==> src/rtl/ff_pipe.sv <==
// rtl/ff_pipe.sv - clock-enabled data/valid register pipeline with fill tracking (optional taps via FF_PIPE_TAPS_EN)
//
// A WIDTH-bit word and its valid flag advance one stage per enabled edge
// through DEPTH stages. A saturating fill counter reports when DEPTH
// enabled advances have happened since the last reset or clear, so the
// word on q is no longer the reset value. Used to align duty-cycle
// and compare values with the PWM counter.
//
// Build option FF_PIPE_TAPS_EN: adds the taps port carrying every data
// stage (stage i at bits [i*WIDTH +: WIDTH]). Valid flags are not tapped.

module ff_pipe #(
  parameter int               WIDTH   = 8,
  parameter int               DEPTH   = 4,
  parameter logic [WIDTH-1:0] RST_VAL = '0
) (
  input  logic             ck,
  input  logic             rst_n,
  input  logic             en,
  input  logic             clr,
  input  logic [WIDTH-1:0] d,
  input  logic             vld_in,
  output logic [WIDTH-1:0] q,
  output logic             vld_out,
  output logic             primed
`ifdef FF_PIPE_TAPS_EN
  ,
  output logic [WIDTH*DEPTH-1:0] taps
`endif
);

  // Fill counter must be able to hold the value DEPTH itself.
  localparam int             FCW    = $clog2(DEPTH + 1);
  localparam logic [FCW-1:0] FC_MAX = FCW'(DEPTH);
  localparam logic [FCW-1:0] FC_ONE = FCW'(1);

  logic [WIDTH-1:0] s [DEPTH];
  logic [DEPTH-1:0] v;
  logic [FCW-1:0]   fc;

  // Data stages: reset/clear load RST_VAL, enable shifts toward the output.
  always_ff @(posedge ck or negedge rst_n) begin
    if (!rst_n) begin
      for (int i = 0; i < DEPTH; i++) s[i] <= RST_VAL;
    end else if (clr) begin
      for (int i = 0; i < DEPTH; i++) s[i] <= RST_VAL;
    end else if (en) begin
      s[0] <= d;
      for (int i = 1; i < DEPTH; i++) s[i] <= s[i-1];
    end
  end

  // Valid stages: follow the data exactly; a stalled word keeps its flag.
  always_ff @(posedge ck or negedge rst_n) begin
    if (!rst_n) begin
      v <= '0;
    end else if (clr) begin
      v <= '0;
    end else if (en) begin
      v[0] <= vld_in;
      for (int i = 1; i < DEPTH; i++) v[i] <= v[i-1];
    end
  end

  // Fill counter: counts enabled advances and saturates at DEPTH, never wraps.
  always_ff @(posedge ck or negedge rst_n) begin
    if (!rst_n) begin
      fc <= '0;
    end else if (clr) begin
      fc <= '0;
    end else if (en && (fc < FC_MAX)) begin
      fc <= fc + FC_ONE;
    end
  end

  // Outputs come straight from registers; no input reaches them combinationally.
  assign q       = s[DEPTH-1];
  assign vld_out = v[DEPTH-1];
  assign primed  = (fc == FC_MAX);

`ifdef FF_PIPE_TAPS_EN
  // Expose every data stage, stage 0 in the least significant slice.
  for (genvar g = 0; g < DEPTH; g++) begin : g_taps
    assign taps[g*WIDTH +: WIDTH] = s[g];
  end
`endif

endmodule

==> config.mk <==
export PLATFORM = sky130hd
export DESIGN_NAME = ff_pipe
export DESIGN_NICKNAME = d
export VERILOG_FILES = /design/src/rtl/ff_pipe.sv
export SDC_FILE = /design/constraint.sdc
export NUM_CORES = 1
export LEC_CHECK = 0
export ABC_AREA = 1
export CAP_MARGIN = 20
export CORE_MARGIN = 3
export CORE_UTILIZATION = 45
export CTS_CLUSTER_DIAMETER = 200
export CTS_CLUSTER_SIZE = 8
export DETAILED_ROUTE_END_ITERATION = 8
export GPL_ROUTABILITY_DRIVEN = 1
export GPL_TIMING_DRIVEN = 0
export PLACE_DENSITY = 0.7
export SLEW_MARGIN = 20
export SYNTH_ARGS = -nofsm -noshare
export SYNTH_HDL_FRONTEND = slang
export SYNTH_SLANG_ARGS = --single-unit
==> constraint.sdc <==
create_clock -name ck -period 1 [get_ports ck]
set_clock_uncertainty 0.15 [all_clocks]
set_input_delay 0.2 -clock ck [delete_from_list [all_inputs] [get_ports ck]]
set_output_delay 0.2 -clock ck [all_outputs]
set_load 0.05 [all_outputs]
* Word-level counts from Yosys, hierarchy flattened
Index checks and enable logic that the tools add are counted.
** Cells by class
- Eq/ne operators :: 1
- Reduce and logical (&&, ||, !) cells :: 3
- $lt $le $gt $ge :: 1
- Multiplexer cells :: 6
- Add/subtract/negate cells :: 1
** Operator list (count)
- $mux W32 :: 2
- $mux W4 :: 2
- $mux W3 :: 2
- $reduce_bool A2 Y1 :: 2
- $add A3 B1 Y3 const B :: 1
- $eq A3 B3 Y1 const B :: 1
- $lt A3 B3 Y1 const B :: 1
- $logic_and A1 B1 Y1 :: 1
** Word-level totals
- Bits in registers :: 39
- Output and inout port bits :: 10

* Depth between registers and ports, before layout
Gate-level depths: netlist of run 1.
- Word-level depth :: 4
- Gate-level depth with buffers :: 5

* Worst setup path after synthesis of run 1
No wires, ideal clock.
- Path type :: flip-flop to output port
- Start :: reg fc[0]
- End :: out primed
- Arrival time :: 921 ps
- Stages on the path, launching flop included :: 5
- Data required time :: 650 ps
- Buffers on the path :: 0
- Slack :: -271 ps
- Cells stage by stage :: dfrtp_1 -> inv_1 -> ha_1 -> nand2_1 -> inv_1
** On the way
- Word-level cells in the longest chain between the ends :: 1
** RTL lines
- start: declaration :: line 39 : logic [FCW-1:0] fc;
- start signal: assignment :: line 72 : fc <= fc + FC_ONE;
- $eq A3 B3 Y1 :: line 79 : assign primed = (fc == FC_MAX);
- end: declaration :: line 25 : output logic primed
Every way passes these cells.

* Worst setup path in the final report of run 1
Ends and elaborated chain as after synthesis.

==> reports/summary.md, run 1 <==
- **post-route clock period utilization** 149%
- **synthesized flop and latch total** 39
- **Hold Fails Final Rpt** 17
- **Power Density** 1400 nW/um2
- **largest net degree at the start of global routing** 23
- **post-synthesis instance area** 1660 um2
- **Placer Congestion** 0.754
- **wire length of the first global-routing pass** 6000 um
- **worst reg2reg path startpoint** fc[0]
- **Synthesis Warnings** 0
- **drt total wl** 3520 um
- **clock slew seen by the registers of the worst setup and hold paths** 70 ps
- **routed vias/inst** 5.03
- **diode insertion count for antenna repair** 0
- **remaining routing DRC violations** 0
- **IO Pins** 23
- **floorplan die area** 4450 um2
- **length in cells of the worst reg-to-reg path** 4
- **synthesized instance count** 178
- **global-route congestion overflow total** 0
- **Chip Height** 66.7 um
- **setup slack, reg-to-reg** -110 ps
- **count of different cell masters after synthesis** 16
- **maximum fanout along the worst path** 2
- **number of routed nets with antenna violations** 0
- **die span in x** 66.7 um
- **H-tree Lvls** 2
- **share of the yosys chip area belonging to registers** 58.9%
- **data required time of the worst path** 650 ps
- **iteration count of the initial detailed-routing pass** 4
- **slack of the critical path** -490 ps
- **maximum vdd drop** 0.000718 V
- **pre-CTS worst setup slack** -845 ps
- **time the final worst path needs with I/O delays and setup** 1490 ps
- **number of rows created at floorplan** 21
- **Initial Util** 48.1%
- **TritonCTS clock tree** yes
- **insertion delay of the later-clocked pin in the worst-skew pair** 290 ps
- **end of the worst register-to-register path** fc[2]
- **number of synthesized flops with an enable pin** 0
- **startpoint-to-endpoint class of the critical path** flop to primary output
- **final worst hold slack** -308 ps
- **number of nets produced by synthesis** 193
- **share of layout cells above drive strength 1** 25.9%
- **post-synthesis async set-or-reset flop share** 100%
- **Max Cap Viol** 0
- **post-synth top area cell** sky130_fd_sc_hd__dfrtp_1
- **crit end category** primary output
- **Max Transition Viols Final** 0
- **count of fill cells added during filler insertion** 301
- **Arrival @ worst endpoint** 1140 ps
- **mean cell area of the mapped netlist** 9.31 um2
- **Placeable Area** 3440 um2
- **root buf cell** sky130_fd_sc_hd__clkbuf_8
- **number of input and output port buffers inserted** 21
- **RSZ-0062 raised after global routing** true
- **Sink Count** 39
- **clock buffer count from CTS** 5
- **post-detailed-route wirelength per cell** 13.4 um
- **via count of the first global-routing pass** 1,356
- **Hold WC Path Type** input port to asynchronous set/reset pin
- **total global-route track usage** 18.6%
- **Final nets** 230
- **post-detail-place hpwl** 2370 um
- **largest cells by area after synthesis** sky130_fd_sc_hd__dfrtp_1, sky130_fd_sc_hd__nand2_1, sky130_fd_sc_hd__nand3_1
- **maximum achievable frequency** 671 MHz
- **Via Count** 1,319
- **outcome** finished with violations
- **leakage power summed over all cells** 1.11 nW
- **slew of the pin with the lowest slew margin** 443 ps
- **relative slew slack** 70.5%
- **Top FF cell, synth** sky130_fd_sc_hd__dfrtp_1
- **signed area change from the synthesized netlist to the final layout** 32.9%
- **critical path launch point type** flop
- **Layout Utilization** 63.9%
- **Setup violations, final** 13
- **failing checks** hold timing, setup timing
- **first-iteration detailed-routing DRC count** 40
- **initial antenna violation count** 0
- **post-synth top area share** 58.9%
- **maximum count of clock buffers along a single path** 2
==> registers in the layout, indices dropped and copies added (netlist names) <==
name  cells
fc        3
q         8
s        24
v         4
==> how the worst max path moves through the flow <==
stage | to | cells past startpoint | slack, ps | start
final | primed | 5 | -490 | fc[0]
after CTS | primed | 5 | -500 | fc[0]
after global placement | v[3] | 1 | -1420 | rst_n
after floorplan | primed | 4 | -210 | fc[0]
after global routing | primed | 5 | -540 | fc[0]
after detailed placement | primed | 5 | -850 | fc[0]
==> critical path, cell delays in order (launching register included) <==
cell                         delay [ps]
sky130_fd_sc_hd__dfrtp_1            360
sky130_fd_sc_hd__inv_2               50
sky130_fd_sc_hd__ha_4               150
sky130_fd_sc_hd__nand2_4             60
sky130_fd_sc_hd__clkinvlp_4          80
sky130_fd_sc_hd__buf_8              150
==> cells in the mapped netlist (2+ instances only) <==
cell / instances
sky130_fd_sc_hd__buf_6: 3
sky130_fd_sc_hd__buf_4: 8
sky130_fd_sc_hd__dfrtp_1: 39
sky130_fd_sc_hd__ha_1: 2
sky130_fd_sc_hd__o21ai_1: 9
sky130_fd_sc_hd__o21ai_0: 7
sky130_fd_sc_hd__nand3_1: 31
sky130_fd_sc_hd__o21ai_2: 2
sky130_fd_sc_hd__buf_2: 6
sky130_fd_sc_hd__inv_1: 13
sky130_fd_sc_hd__nand2_1: 53
==> per-stage QoR <==
step / setup TNS [ps] / instances / instance area (um2) / hold WS (ps) / total power [mW]
floorplan: -234 / 178 / 1680 / -246 / 1.84
global placement: -75050 / 245 / 1940 / 304 / 1.96
detailed placement: -26040 / 246 / 1970 / 26.1 / 1.99
CTS: -3150 / 259 / 2180 / -304 / 3.12
global route: -3030 / 262 / 2200 / -282 / 3.22
finish: -2570 / 262 / 2200 / -308 / 3.09
==> final cells by class <==
| class | count | area (um2) | area share [%] |
|---|---|---|---|
| inverters | 14 | 58.8 | 2.67 |
| plain buffers | 10 | 82.6 | 3.75 |
| flip-flops and latches | 39 | 977 | 44.4 |
| well taps | 46 | 57.6 | 2.62 |
| clock buffers | 7 | 86.3 | 3.92 |
| repair buffers | 37 | 402 | 18.2 |
| clock inverters | 1 | 5.00 | 0.227 |
| multi-input cells | 108 | 532 | 24.2 |
==> metal layers <==
| metal | part of all wire [%] | track usage, % | up-vias |
|---|---|---|---|
| met5 | 0 | 0 | - |
| met4 | 2.0 | 9.39 | 0 |
| met3 | 5.1 | 5.23 | 6 |
| met2 | 51 | 31.9 | 27 |
| met1 | 42 | 20.9 | 650 |
| li1 | - | - | 636 |
==> placed cells by master, fill, tap and decap left out, drive strengths merged <==
cell,count
nand2,54
inv,13
clkdlybuf4s15,1
clkbuf,8
dfrtp,39
nand4,1
o21ai,18
clkdlybuf4s50,9
nor2,2
clkinv,1
clkinvlp,1
nand3,31
buf,36
ha,2
==> cell families after synthesis <==
| kind of cell | after synthesis | share of synthesized area, % |
|---|---|---|
| flops | 39 | 58.9 |
| simple gates | 88 | 23.0 |
| compound gates | 18 | 5.89 |
| buf+inv | 31 | 10.6 |
| fa+ha+maj | 2 | 1.51 |
==> where the power goes <==
group	switching, mW	internal [mW]	total, mW
combinational	0.195	0.160	0.355
sequential	0.0286	1.63	1.66
clock	0.520	0.556	1.08
total	0.744	2.34	3.09
==> what timing repair did <==
item / CTS / global route
gates cloned: 0 / 1
setup endpoints to repair: 49 / 42
pin swaps: 1 / 2
resized for setup: 91 / 3
hold endpoints to repair: 17 / 17
setup buffers: 7 / 7
No activity file was read; power rests on OpenSTA's default activity.
==> inputs of run 2 (changes only) <==
--- a/config.mk
+++ b/config.mk
@@ -5,7 +5,6 @@
 export SDC_FILE = /design/constraint.sdc
 export NUM_CORES = 1
 export LEC_CHECK = 0
-export ABC_AREA = 1
 export CAP_MARGIN = 20
 export CORE_MARGIN = 3
 export CORE_UTILIZATION = 45
==> run 2 against run 1 <==
Core utilization increased by 3.9 points. Non-clock buffer count increased by 4. Synthesized cell count decreased by 21%. Global-route usage decreased by 1.7 points. Sequential power about the same. Flip-flop and latch count unchanged. The flow still finishes with violations (hold timing, setup timing). Count of clock-buffer cells in the layout decreased by 2.
==> reports/summary.md, run 2 <==
- **share of layout cells above drive strength 1** 32.2%
- **outcome** finished with violations
- **floorplan die area** 4590 um2
- **post-synthesis instance area** 1720 um2
- **Top FF cell, synth** sky130_fd_sc_hd__dfrtp_1
- **insertion delay of the later-clocked pin in the worst-skew pair** 290 ps
- **initial antenna violation count** 0
- **critical path launch point type** flop
- **final worst hold slack** -288 ps
- **RSZ-0062 raised after global routing** true
- **Synthesis Warnings** 0
- **crit end category** primary output
- **Hold Fails Final Rpt** 19
- **signed area change from the synthesized netlist to the final layout** 38.1%
- **Arrival @ worst endpoint** 1160 ps
- **number of rows created at floorplan** 21
- **slack of the critical path** -510 ps
- **TritonCTS clock tree** yes
- **largest reg by FF count** s
- **post-detailed-route wirelength per cell** 14.1 um
- **first-iteration detailed-routing DRC count** 49
- **startpoint-to-endpoint class of the critical path** flop to primary output
- **data required time of the worst path** 650 ps
- **setup TNS** -3520 ps
- **CP Launch Point** fc[1]
- **largest net degree at the start of global routing** 21
- **diode insertion count for antenna repair** 0
- **top cell types by occurrence after synthesis** sky130_fd_sc_hd__dfrtp_1, sky130_fd_sc_hd__nor2_1, sky130_fd_sc_hd__mux2i_1
- **count of different cell masters after synthesis** 16
- **mean cell area of the mapped netlist** 12.3 um2
- **maximum fanout along the worst path** 2
- **Placer Congestion** 0.676
- **root buf cell** sky130_fd_sc_hd__clkbuf_8
- **total global-route track usage** 16.9%
- **Hold WC Path Type** input port to asynchronous set/reset pin
- **iteration count of the initial detailed-routing pass** 4
- **drt total wl** 3220 um
- **Max Transition Viols Final** 0
- **Chip Height** 67.7 um
- **Power Density** 1520 nW/um2
- **Layout Utilization** 67.8%
- **largest cells by area after synthesis** sky130_fd_sc_hd__dfrtp_1, sky130_fd_sc_hd__mux2i_1, sky130_fd_sc_hd__nor2_1
- **number of routed nets with antenna violations** 0
- **clock slew seen by the registers of the worst setup and hold paths** 80 ps
- **Via Count** 1,116
- **post-synth top area share** 56.9%
- **routed vias/inst** 4.87
- **Setup violations, final** 13
- **most common cell in the netlist** sky130_fd_sc_hd__dfrtp_1
- **post-route clock period utilization** 151%
- **Final nets** 197
- **wire length of the first global-routing pass** 5600 um
- **number of synthesized flops with an enable pin** 0
- **global-route congestion overflow total** 0
- **post-synthesis async set-or-reset flop share** 100%
- **leakage power summed over all cells** 1.20 nW
- **commonest cells after routing, fill and taps aside** sky130_fd_sc_hd__nor2_1, sky130_fd_sc_hd__dfrtp_1, sky130_fd_sc_hd__mux2i_1
- **pre-CTS worst setup slack** -870 ps
- **worst reg2reg path startpoint** fc[0]
- **synthesized flop and latch total** 39
- **die span in x** 67.7 um
- **remaining routing DRC violations** 0
- **maximum vdd drop** 0.00118 V
- **synthesized instance count** 140
- **post-detail-place hpwl** 2020 um
- **number of flip-flops under the largest register name** 24
- **Max Cap Viol** 0
- **clock buffer count from CTS** 5
- **Sink Count** 39
- **relative slew slack** 66.8%
- **via count of the first global-routing pass** 1,166
- **number of input and output port buffers inserted** 22
- **maximum achievable frequency** 662 MHz
- **share of the yosys chip area belonging to registers** 56.9%
- **failing checks** hold timing, setup timing
- **Initial Util** 49.1%
- **IO Pins** 23
- **H-tree Lvls** 2
- **number of nets produced by synthesis** 155
- **Placeable Area** 3490 um2
- **maximum count of clock buffers along a single path** 2
- **time the final worst path needs with I/O delays and setup** 1510 ps
- **post-synth top area cell** sky130_fd_sc_hd__dfrtp_1
- **slew of the pin with the lowest slew margin** 498 ps
## run 2: cell count changes after synthesis, moves of 3 or more
cell | before | now
sky130_fd_sc_hd__buf_12 | 0 | 3
sky130_fd_sc_hd__buf_2 | 6 | 3
sky130_fd_sc_hd__inv_1 | 13 | 2
sky130_fd_sc_hd__mux2i_1 | 0 | 36
sky130_fd_sc_hd__nand2_1 | 53 | 0
sky130_fd_sc_hd__nand3_1 | 31 | 0
sky130_fd_sc_hd__nor2_1 | 1 | 38
sky130_fd_sc_hd__o21ai_0 | 7 | 0
sky130_fd_sc_hd__o21ai_1 | 9 | 0
## run 2: final cells by class
class                   instances  area, um2
repair buffers                 37        395
fillers                       265       1120
clock buffers                   5       68.8
multi-input cells              83        619
well taps                      46       57.6
plain buffers                  14        176
clock inverters                 3       67.6
flip-flops and latches         39        977
inverters                       2       7.51
## run 2: metrics by stage
stage	hold slack, ps	total power, mW	cells	instance area (um2)
6_report	-288	3.60	229	2370
5_1_grt	-270	3.76	229	2370
2_1_floorplan	-246	1.87	140	1720
3_5_place_dp	40.7	2.01	209	2020
3_3_place_gp	351	1.99	208	2000
4_1_cts	-281	3.62	224	2310
## run 2: cells by family after synthesis
group           share of synthesized area (%)
simple gates                             10.1
mux                                      21.7
buf+inv                                  9.19
compound gates                          0.729
fa+ha+maj                                1.46
flops                                    56.9
## run 2: critical path, stage by stage (launching register included)
cell	delay, ps
sky130_fd_sc_hd__dfrtp_1	370
sky130_fd_sc_hd__inv_2	60
sky130_fd_sc_hd__ha_4	150
sky130_fd_sc_hd__and2_4	150
sky130_fd_sc_hd__buf_8	140
## run 2: worst paths after layout
check	to	slack, ps	depth (start not counted)
max in group asynchronous	v[3]	510	2
max reg2reg	fc[0]	-300	4
min in group ck	fc[1]	100	3
min	s[14]	-290	1
max	primed	-510	4
min reg2reg	s[20]	370	2
## run 2: per-layer routing
layer | vias up | track usage (%) | share of wire (%)
li1 | 533 | - | -
met4 | 0 | 5.57 | 1.0
met1 | 559 | 21.8 | 45
met2 | 20 | 26.6 | 50
met5 | - | 0 | 0
met3 | 4 | 5.66 | 3.8
## run 2: what timing repair did
action	in CTS	in global routing
pin swaps	0	2
resized for setup	99	8
hold endpoints to repair	19	19
endpoints found under the setup margin	49	28
setup buffers	9	6
## run 2: power breakdown
| part | leakage (nW) | switching (mW) | internal, mW |
|---|---|---|---|
| clock network | 0.0644 | 0.560 | 0.995 |
| logic | 0.607 | 0.184 | 0.206 |
| registers | 0.533 | 0.0309 | 1.62 |
==> inputs of run 3 (changes only) <==
--- a/config.mk
+++ b/config.mk
@@ -13,7 +13,7 @@
 export DETAILED_ROUTE_END_ITERATION = 8
 export GPL_ROUTABILITY_DRIVEN = 1
 export GPL_TIMING_DRIVEN = 0
-export PLACE_DENSITY = 0.7
+export PLACE_DENSITY = 0.67
 export SLEW_MARGIN = 20
 export SYNTH_ARGS = -nofsm -noshare
 export SYNTH_HDL_FRONTEND = slang
==> constraint.sdc (replaced) <==
create_clock -name ck -period 1.55 [get_ports ck]
set_clock_uncertainty 0.15 [all_clocks]
set_input_delay 0.31 -clock ck [delete_from_list [all_inputs] [get_ports ck]]
set_output_delay 0.31 -clock ck [all_outputs]
set_load 0.05 [all_outputs]
==> run 3 against run 2 <==
The run ends with setup timing left. Worst setup slack improved by 460 ps. Clock power down 59%. First-iteration DRC count down 39%. Count of clock-buffer cells in the layout increased by 2. Flip-flop and latch count is the same. Routed wire length down 11%. Via count shrank 7.9%. Combinational power fell by 42%. Cell count shrank 3.5%. Largest power group unchanged. Highest routed layer unchanged.
==> reports/summary.md, run 3 (synthesis gave the netlist of run 2 again) <==
- **Power Density** 916 nW/um2
- **largest net degree at the start of global routing** 24
- **floorplan die area** 4590 um2
- **number of cells in the design after placement** 209
- **commonest cells after routing, fill and taps aside** sky130_fd_sc_hd__dfrtp_1, sky130_fd_sc_hd__nor2_1, sky130_fd_sc_hd__mux2i_1
- **number of flip-flops under the largest register name** 24
- **time the final worst path needs with I/O delays and setup** 1600 ps
- **number of input and output port buffers inserted** 22
- **Placer Congestion** 0.700
- **Via Count** 1,028
- **slack of the critical path** -49.7 ps
- **Finished Cell Area** 2110 um2
- **via count of the first global-routing pass** 1,047
- **crit end category** primary output
- **final cell count without fillers** 221
- **wire length of the first global-routing pass** 4910 um
- **slew of the pin with the lowest slew margin** 444 ps
- **share of layout cells above drive strength 1** 23.4%
- **Layout Utilization** 60.4%
- **first-iteration detailed-routing DRC count** 30
- **routed vias/inst** 4.65
- **maximum achievable frequency** 625 MHz
- **signed area change from the synthesized netlist to the final layout** 23.0%
- **cell area after placement** 2020 um2
- **Max stage delay cell, worst path** sky130_fd_sc_hd__dfrtp_1
- **worst-path cell chain** inv_2 > ha_4 > and2_4 > buf_8
- **relative slew slack** 70.4%
- **Placeable Area** 3490 um2
- **Hold WC Path Type** input port to asynchronous set/reset pin
- **drt total wl** 2880 um
- **outcome** finished with violations
- **TritonCTS clock tree** yes
- **maximum fanout along the worst path** 2
- **Max Cap Viol** 0
- **Hold Fails Final Rpt** 0
- **largest reg by FF count** s
- **post-detail-place hpwl** 1960 um
- **initial antenna violation count** 0
- **Initial Util** 49.1%
- **insertion delay of the later-clocked pin in the worst-skew pair** 290 ps
- **Setup violations, final** 1
- **diode insertion count for antenna repair** 0
- **most common library cell in the layout ignoring fill and taps** sky130_fd_sc_hd__dfrtp_1
- **Max Transition Viols Final** 0
- **leakage power summed over all cells** 1.11 nW
- **post-route clock period utilization** 103%
- **Chip Height** 67.7 um
- **clock buffer count from CTS** 5
- **number of rows created at floorplan** 21
- **data required time of the worst path** 1090 ps
- **die span in x** 67.7 um
- **failing checks** setup timing
- **IO Pins** 23
- **maximum count of clock buffers along a single path** 2
- **iteration count of the initial detailed-routing pass** 4
- **Sink Count** 39
- **global-route congestion overflow total** 0
- **Arrival @ worst endpoint** 1140 ps
- **root buf cell** sky130_fd_sc_hd__clkbuf_8
- **total global-route track usage** 14.8%
- **startpoint-to-endpoint class of the critical path** flop to primary output
- **critical path launch point type** flop
- **post-detailed-route wirelength per cell** 13.0 um
- **Crit path largest cell delay** 390 ps
- **maximum vdd drop** 0.000587 V
- **clock slew seen by the registers of the worst setup and hold paths** 70 ps
- **RSZ-0062 raised after global routing** true
- **Final nets** 189
- **remaining routing DRC violations** 0
- **number of routed nets with antenna violations** 0
- **H-tree Lvls** 2
-- run 3: critical path: cells and delay by family (launching register included) --
kind / cells / cell delay [ps]
DFF: 1 / 390
and+or+nand+nor: 1 / 130
buffers and inverters: 2 / 220
adders and majority gates: 1 / 120
-- run 3: layer usage --
layer	vias up	share of wire (%)	GRT usage, %	routed length (um)
met3	2	5.0	6.32	143
met2	23	48	23.2	1380
li1	516	-	-	-
met1	487	46	18.3	1330
met5	-	0	0	0
met4	0	0.80	4.56	23
-- run 3: worst paths after layout --
kind                       start  endpoint  slack (ps)  depth (start not counted)
setup / recovery           fc[0]    primed         -50                          4
hold / removal             rst_n      q[5]         340                          2
setup reg to reg           fc[2]     fc[0]         350                          2
hold reg to reg             q[3]      q[3]         370                          2
max in group asynchronous  rst_n      v[2]         460                          3
min in group ck             q[3]      q[3]         370                          2
-- run 3: area by class of cell --
class | instances | area [um2]
Fill cell | 297 | 1380
Sequential cell | 39 | 976
Multi-Input combinational cell | 83 | 597
Timing Repair Buffer | 27 | 241
Buffer | 16 | 150
Clock buffer | 7 | 76.3
Tap cell | 46 | 57.6
Inverter | 2 | 7.51
Clock inverter | 1 | 5.00
-- run 3: repair_timing --
item                                    in CTS  in global routing
gates resized for setup                     51                  5
pin swaps                                    1                  0
hold endpoints to repair                    16                  0
setup buffers                                2                  1
endpoints found under the setup margin      10                  1
hold buffers                                 1                  0
-- run 3: power by group --
group | leakage [nW] | total, mW | internal [mW] | switching, mW
Sequential | 0.534 | 1.07 | 1.05 | 0.0177
Combinational | 0.537 | 0.227 | 0.117 | 0.109
Clock | 0.0422 | 0.641 | 0.315 | 0.326
-- run 3: through the flow --
| step | total power, mW | setup slack [ps] | TNS [ps] | hold WS (ps) |
|---|---|---|---|---|
| floorplan | 1.21 | 114 | 0 | -136 |
| finish | 1.93 | -49.7 | -49.7 | 337 |
| detailed placement | 1.30 | -402 | -7400 | 120 |
| global placement | 1.28 | -861 | -40170 | 350 |
| global route | 2.04 | -97.0 | -97.0 | 371 |
| CTS | 1.95 | -55.2 | -55.2 | 339 |
